[src/rtl/stoch_arith_unit_if.sv]
// Control/result bundle for stoch_arith_unit: start/operands in, busy/done/count out.
// Macro STOCH_CONT_EN adds the cont line for self-restarting windows.
interface stoch_arith_unit_if #(
  parameter int PROB_W   = 4,
  parameter int WIN_LOG2 = 3
);
  logic              start;
  logic [1:0]        mode;
  logic [PROB_W-1:0] prob_a;
  logic [PROB_W-1:0] prob_b;
  logic [PROB_W-1:0] prob_sel;
  logic              busy;
  logic              done;
  logic [WIN_LOG2:0] count;
  logic              sn_out;

`ifdef STOCH_CONT_EN
  logic              cont;

  modport master (output start, mode, prob_a, prob_b, prob_sel, cont,
                  input  busy, done, count, sn_out);
  modport slave  (input  start, mode, prob_a, prob_b, prob_sel, cont,
                  output busy, done, count, sn_out);
`else
  modport master (output start, mode, prob_a, prob_b, prob_sel,
                  input  busy, done, count, sn_out);
  modport slave  (input  start, mode, prob_a, prob_b, prob_sel,
                  output busy, done, count, sn_out);
`endif
endinterface

[src/rtl/stoch_arith_unit.sv]
// Stochastic arithmetic unit: three free-running LFSR streams, MUX/AND/XNOR/pass
// combiner and a 2^WIN_LOG2-cycle ones counter. Macro STOCH_CONT_EN enables bus.cont.
module stoch_arith_unit #(
  parameter int          PROB_W   = 4,
  parameter int          WIN_LOG2 = 3,
  parameter logic [30:0] SEED_A   = 31'd1,
  parameter logic [30:0] SEED_B   = 31'd2,
  parameter logic [30:0] SEED_S   = 31'd3
) (
  input  logic              clk,
  input  logic              rst_n,
  stoch_arith_unit_if.slave bus
);
  localparam int                N          = 1 << WIN_LOG2;
  localparam logic [WIN_LOG2:0] PRIME_LAST = (WIN_LOG2 + 1)'(1);
  localparam logic [WIN_LOG2:0] RUN_LAST   = (WIN_LOG2 + 1)'(N - 1);
  localparam logic [30:0]       SEED_A_EFF = (SEED_A == 31'd0) ? 31'd1 : SEED_A;
  localparam logic [30:0]       SEED_B_EFF = (SEED_B == 31'd0) ? 31'd1 : SEED_B;
  localparam logic [30:0]       SEED_S_EFF = (SEED_S == 31'd0) ? 31'd1 : SEED_S;

  typedef enum logic [1:0] {IDLE, PRIME, RUN, DONE} state_t;

  state_t            state_q;
  logic [WIN_LOG2:0] phase_q;
  logic [WIN_LOG2:0] acc_q;
  logic [WIN_LOG2:0] count_q;
  logic              busy_q;
  logic              done_q;
  logic              sn_q;
  logic              sn_d;
  logic [1:0]        mode_q;
  logic [PROB_W-1:0] prob_q [3];
  logic [2:0]        cmp_w;
  logic              restart_w;
  logic              accept_w;

  // Lane 0 = operand A, lane 1 = operand B, lane 2 = MUX select.
  for (genvar gi = 0; gi < 3; gi++) begin : g_lane
    localparam logic [30:0] SEED = (gi == 0) ? SEED_A_EFF :
                                   (gi == 1) ? SEED_B_EFF : SEED_S_EFF;
    logic [30:0] lfsr_q;
    logic        cmp_q;

    always_ff @(posedge clk or negedge rst_n) begin
      if (!rst_n) begin
        lfsr_q <= SEED;
        cmp_q  <= 1'b0;
      end else begin
        lfsr_q <= {lfsr_q[29:0], lfsr_q[27] ^ lfsr_q[30]};
        cmp_q  <= (lfsr_q[PROB_W-1:0] < prob_q[gi]);
      end
    end

    assign cmp_w[gi] = cmp_q;
  end

`ifdef STOCH_CONT_EN
  assign restart_w = bus.start | bus.cont;
`else
  assign restart_w = bus.start;
`endif

  assign accept_w = ((state_q == IDLE) && bus.start) || ((state_q == DONE) && restart_w);

  always_comb begin
    sn_d = cmp_w[0];
    case (mode_q)
      2'b00:   sn_d = cmp_w[2] ? cmp_w[1] : cmp_w[0];
      2'b01:   sn_d = cmp_w[0] & cmp_w[1];
      2'b10:   sn_d = ~(cmp_w[0] ^ cmp_w[1]);
      default: sn_d = cmp_w[0];
    endcase
  end

  // Outputs are registered from the current state, so they trail the state by one cycle.
  always_ff @(posedge clk or negedge rst_n) begin
    if (!rst_n) begin
      state_q <= IDLE;
      phase_q <= '0;
      acc_q   <= '0;
      count_q <= '0;
      busy_q  <= 1'b0;
      done_q  <= 1'b0;
      sn_q    <= 1'b0;
      mode_q  <= 2'b00;
      for (int i = 0; i < 3; i++) prob_q[i] <= '0;
    end else begin
      sn_q   <= sn_d;
      busy_q <= (state_q == PRIME) || (state_q == RUN);
      done_q <= (state_q == DONE);
      if (accept_w) begin
        mode_q    <= bus.mode;
        prob_q[0] <= bus.prob_a;
        prob_q[1] <= bus.prob_b;
        prob_q[2] <= bus.prob_sel;
      end
      case (state_q)
        IDLE: begin
          phase_q <= '0;
          if (accept_w) state_q <= PRIME;
        end
        PRIME: begin
          acc_q <= '0;
          if (phase_q == PRIME_LAST) begin
            phase_q <= '0;
            state_q <= RUN;
          end else begin
            phase_q <= phase_q + 1'b1;
          end
        end
        RUN: begin
          acc_q <= acc_q + {{WIN_LOG2{1'b0}}, sn_q};
          if (phase_q == RUN_LAST) state_q <= DONE;
          else                     phase_q <= phase_q + 1'b1;
        end
        DONE: begin
          count_q <= acc_q;
          phase_q <= '0;
          state_q <= accept_w ? PRIME : IDLE;
        end
        default: state_q <= IDLE;
      endcase
    end
  end

  assign bus.busy   = busy_q;
  assign bus.done   = done_q;
  assign bus.count  = count_q;
  assign bus.sn_out = sn_q;
endmodule

[src/flat_wrapper.sv]
// flat-port wrapper written by rule: the top's interface ports become plain ports
module stoch_arith_unit_flat 
#(
  parameter int          PROB_W   = 4,
  parameter int          WIN_LOG2 = 3,
  parameter logic [30:0] SEED_A   = 31'd1,
  parameter logic [30:0] SEED_B   = 31'd2,
  parameter logic [30:0] SEED_S   = 31'd3
)
  (clk, rst_n, bus_start, bus_mode, bus_prob_a, bus_prob_b, bus_prob_sel, bus_busy, bus_done, bus_count, bus_sn_out);
  stoch_arith_unit_if #(.PROB_W(PROB_W), .WIN_LOG2(WIN_LOG2)) bus_i ();
  input  logic clk;
  input  logic rst_n;
  input wire logic [$bits(bus_i.start)-1:0] bus_start;
  input wire logic [$bits(bus_i.mode)-1:0] bus_mode;
  input wire logic [$bits(bus_i.prob_a)-1:0] bus_prob_a;
  input wire logic [$bits(bus_i.prob_b)-1:0] bus_prob_b;
  input wire logic [$bits(bus_i.prob_sel)-1:0] bus_prob_sel;
  output wire logic [$bits(bus_i.busy)-1:0] bus_busy;
  output wire logic [$bits(bus_i.done)-1:0] bus_done;
  output wire logic [$bits(bus_i.count)-1:0] bus_count;
  output wire logic [$bits(bus_i.sn_out)-1:0] bus_sn_out;
  assign bus_i.start = bus_start;
  assign bus_i.mode = bus_mode;
  assign bus_i.prob_a = bus_prob_a;
  assign bus_i.prob_b = bus_prob_b;
  assign bus_i.prob_sel = bus_prob_sel;
  assign bus_busy = bus_i.busy;
  assign bus_done = bus_i.done;
  assign bus_count = bus_i.count;
  assign bus_sn_out = bus_i.sn_out;
  stoch_arith_unit #(.PROB_W(PROB_W), .WIN_LOG2(WIN_LOG2), .SEED_A(SEED_A), .SEED_B(SEED_B), .SEED_S(SEED_S)) u_core (.clk(clk), .rst_n(rst_n), .bus(bus_i));
endmodule
[config.mk]
export PLATFORM = sky130hd
export DESIGN_NAME = stoch_arith_unit_flat
export DESIGN_NICKNAME = d
export VERILOG_FILES = /design/src/rtl/stoch_arith_unit_if.sv /design/src/rtl/stoch_arith_unit.sv /design/src/flat_wrapper.sv
export SDC_FILE = /design/constraint.sdc
export NUM_CORES = 1
export LEC_CHECK = 0
export ABC_AREA = 1
export BUFFER_PORTS_ARGS = -buffer_cell sky130_fd_sc_hd__buf_4
export CAP_MARGIN = 0
export CORE_UTILIZATION = 63
export DETAILED_ROUTE_END_ITERATION = 7
export GPL_TIMING_DRIVEN = 0
export PLACE_DENSITY = 0.82
export SLEW_MARGIN = 25
export SYNTH_ARGS = -nofsm -noshare
export SYNTH_HDL_FRONTEND = slang
export SYNTH_SLANG_ARGS = --single-unit
export TNS_END_PERCENT = 100
[constraint.sdc]
create_clock -name clk -period 2.3 [get_ports clk]
set_input_delay 0.23 -clock clk [delete_from_list [all_inputs] [get_ports clk]]
set_output_delay 0.23 -clock clk [all_outputs]
set_load 0.01 [all_outputs]
==> impl_metrics.yaml <==
placement:
  preCtsSetupSlack_ns: 0.727
  place.gp.congestion: 0.768
  place.port_buffers: 23
  dpl.cell_count: 390
  hpwl_um: 3920
global_route:
  grt_max_degree: 75
  groute.usage.overall_pct: 24.4
  grt_pass1_wl_um: 12300
  initial_antenna_violation_count: 0
  grt-ovfl-total: 0
  number_of_global_route_vias_before_repair: 2418
synthesis:
  yosys.cell_types.count: 23
  synthCells: 289
  post_synth_instance_area_mm2: 0.00418
  synthesis.area_per_instance_um2: 14.5
  ys_seq_area_share_pct: 76.1
  synth_seq_cells: 127
  synth_async_sr_flop_share_pct: 100
  synth_top_flop_cell: "sky130_fd_sc_hd__dfrtp_1"
  synth.yosys.warnings: 0
  synth.net_count: 326
  synth_enable_flop_cells: 0
floorplanning:
  die-height_um: 83.5
  initial_core_utilization_pct: 65.5
  top_level_ports: 24
  core_mm2: 0.00639
  placement_rows: 29
  chipWidth_um: 83.5
  die_area_mm2: 0.00697
timing:
  slew-limit-headroom_pct: 68.4
  fin_crit_ns: 1.68
  finalHoldViolations: 0
  worst_clock_skew_ns: 0.00884
  final_max_slew_viol_count: 0
  fin_ws_ns: 0.617
  timing.setup.tns_ns: 0
  final_min_period_over_clock_period_pct: 73.2
  timing.fmax_ghz: 0.594
  finalSetupViolCount: 0
  worst_slew_pin_slew_ns: 0.474
  unrepaired_setup_endpoints_after_global_routing: "no"
clocking:
  clock_tree.root_cell: "sky130_fd_sc_hd__clkbuf_8"
  clkLatencyLatePin_ns: 0.51
  cts_htree_levels: 4
  post_cts_buffers: 0
  clock_sinks: 127
  cts.clk_slew.worst_paths_ns: 0.06
  clockBufferDepth: 2
  tritoncts: "built"
  cts_inserted_buffers: 17
detailed_routing:
  drt-total-wl_um: 7290
  via_total_after_detailed_routing: 2250
  routed_via_density: 5.16
  drtAntennaViolNets: 0
  detail_route.drc_violations: 0
  route.detailed.wl_per_inst_um: 16.7
  detailedRoute.firstIterationViolations: 94
  drt_pre_antenna_iters: 4
setup_path:
  worstPathArrival_ns: 2.09
  crit_path_end_kind: "flip-flop"
  critical_path_class: "flip-flop to flip-flop"
  critPathRequiredTime_ns: 2.70
  crit_path_start_kind: "flip-flop"
  timing.critical_path.cells: "inv_1, ha_1, nand2_1, nor3_1, nand2_1, nand2_1, nor2_1"
  cp_slowest_cell: "sky130_fd_sc_hd__ha_1"
  critPathMostFrequentCell: "sky130_fd_sc_hd__nand2_1"
  critPathMaxFanout: 9
  crit_buf_inv: 1
  critical_path.max_stage_delay_ns: 0.47
  critPathTopFamily: "simple AND/OR/NAND/NOR gates"
power:
  irDropWorstVdd_mv: 0.886
  standby_leakage_power_nw: 2.74
  power.density_cell_area_mw_per_mm2: 1240
  post-layout-total-power_w: 0.00645
finish:
  antenna_diode_count: 0
  fin_cells: 436
  post-route-util_pct: 81.4
  areaGrowthSynthToFinish_pct: 24.3
  drive_gt1_share_pct: 22.0
  finalNetCount: 384
  most-common-layout-cells: "123 x sky130_fd_sc_hd__dfrtp_1, 37 x sky130_fd_sc_hd__nand2_1, 30 x sky130_fd_sc_hd__inv_1"
  layout_commonest_cell: "sky130_fd_sc_hd__dfrtp_1"
run:
  maxCapViolations: 0
status:
  outcome: "completed"
min_path:
  min_path_type: "input port to flip-flop"
power breakdown:
part           internal [W]  switching (W)
clock               0.00157       0.000962
combinational      0.000528       0.000775
sequential          0.00248       0.000140
total               0.00458        0.00188
path summary, 6_finish.rpt:
check                                            start                     endpoint  slack [ns]  depth (start not counted)
hold / removal                               bus_start            u_core.state_q[0]        0.13                          5
setup reg to reg                     u_core.state_q[0]              u_core.acc_q[3]        0.62                          7
max in group asynchronous                        rst_n   u_core.g_lane[2].lfsr_q[0]        1.32                          3
setup / recovery                     u_core.state_q[0]              u_core.acc_q[3]        0.62                          7
min in group asynchronous                        rst_n  u_core.g_lane[0].lfsr_q[23]        0.23                          2
hold reg to reg            u_core.g_lane[1].lfsr_q[14]  u_core.g_lane[1].lfsr_q[15]        0.35                          0
worst reg2reg max path, delay by kind of cell (launching register included):
family	cells	cell delay (ns)
fa+ha+maj	1	0.47
buf+inv	1	0.13
flops	1	0.45
simple gates	5	0.52
cells by family after synthesis:
group                    count (synthesis)  share of synthesized area [%]
XOR/XNOR                                 5                           1.05
adder cells (fa/ha/maj)                 20                           5.98
multiplexers                             1                          0.269
AND/OR/NAND/NOR                         67                           7.36
flip-flops                             127                           76.1
AO/OA/AOI/OAI                           36                           5.65
buffers and inverters                   33                           3.59
synth_stat cells (2+ instances only):
cell type                 instances  share of area, %
sky130_fd_sc_hd__ha_1            20               6.0
sky130_fd_sc_hd__dfstp_2          4               2.5
sky130_fd_sc_hd__o21ai_0         10               1.2
sky130_fd_sc_hd__a21o_1           3              0.54
sky130_fd_sc_hd__xor2_1           4              0.84
sky130_fd_sc_hd__nand2_1         37               3.3
sky130_fd_sc_hd__nor2_1          11              0.99
sky130_fd_sc_hd__buf_6            2              0.54
sky130_fd_sc_hd__nand3_1          8              0.96
sky130_fd_sc_hd__a21oi_1         10               1.2
sky130_fd_sc_hd__inv_1           30               2.7
sky130_fd_sc_hd__nand4_1          5              0.75
sky130_fd_sc_hd__o21ai_2         13               2.7
sky130_fd_sc_hd__dfrtp_1        123                74
per-stage QoR:
stage / instance area [um2] / hold slack, ns
after floorplan: 4180 / -0.0656
after global placement: 4450 / 0.336
after detailed placement: 4480 / 0.204
after CTS: 5200 / 0.102
after global routing: 5200 / 0.172
final: 5200 / 0.132
what timing repair did:
action | CTS | global route
hold buffers | 15 | 0
resized for setup | 0 | 0
hold endpoints to repair | 67 | 0
layout make-up:
cell class	instances	area (um2)
clock buffers	19	432
clock inverters	12	136
inverters	30	113
multi-input cells	129	850
flip-flops and latches	127	3180
fillers	335	1180
plain buffers	3	37.5
well taps	77	96.3
repair buffers	39	354
sequential cells by signal (all words and copies together), names as in the netlist:
signal / cells
u_core.acc_q: 4
u_core.bus.busy: 1
u_core.bus.count: 4
u_core.bus.done: 1
u_core.bus.sn_out: 1
u_core.g_lane.cmp_q: 3
u_core.g_lane.lfsr_q: 93
u_core.mode_q: 2
u_core.phase_q: 4
u_core.prob_q: 12
u_core.state_q: 2
per-layer routing:
metal  wire, um  vias to the layer above  global-route usage (%)
met5          0                        -                       0
met4         79                        0                    8.94
met3        265                        7                    7.81
met2       3690                       47                    37.9
met1       3260                     1157                    32.9
li1           -                     1039                       -
(Power assumes the default switching activity.)
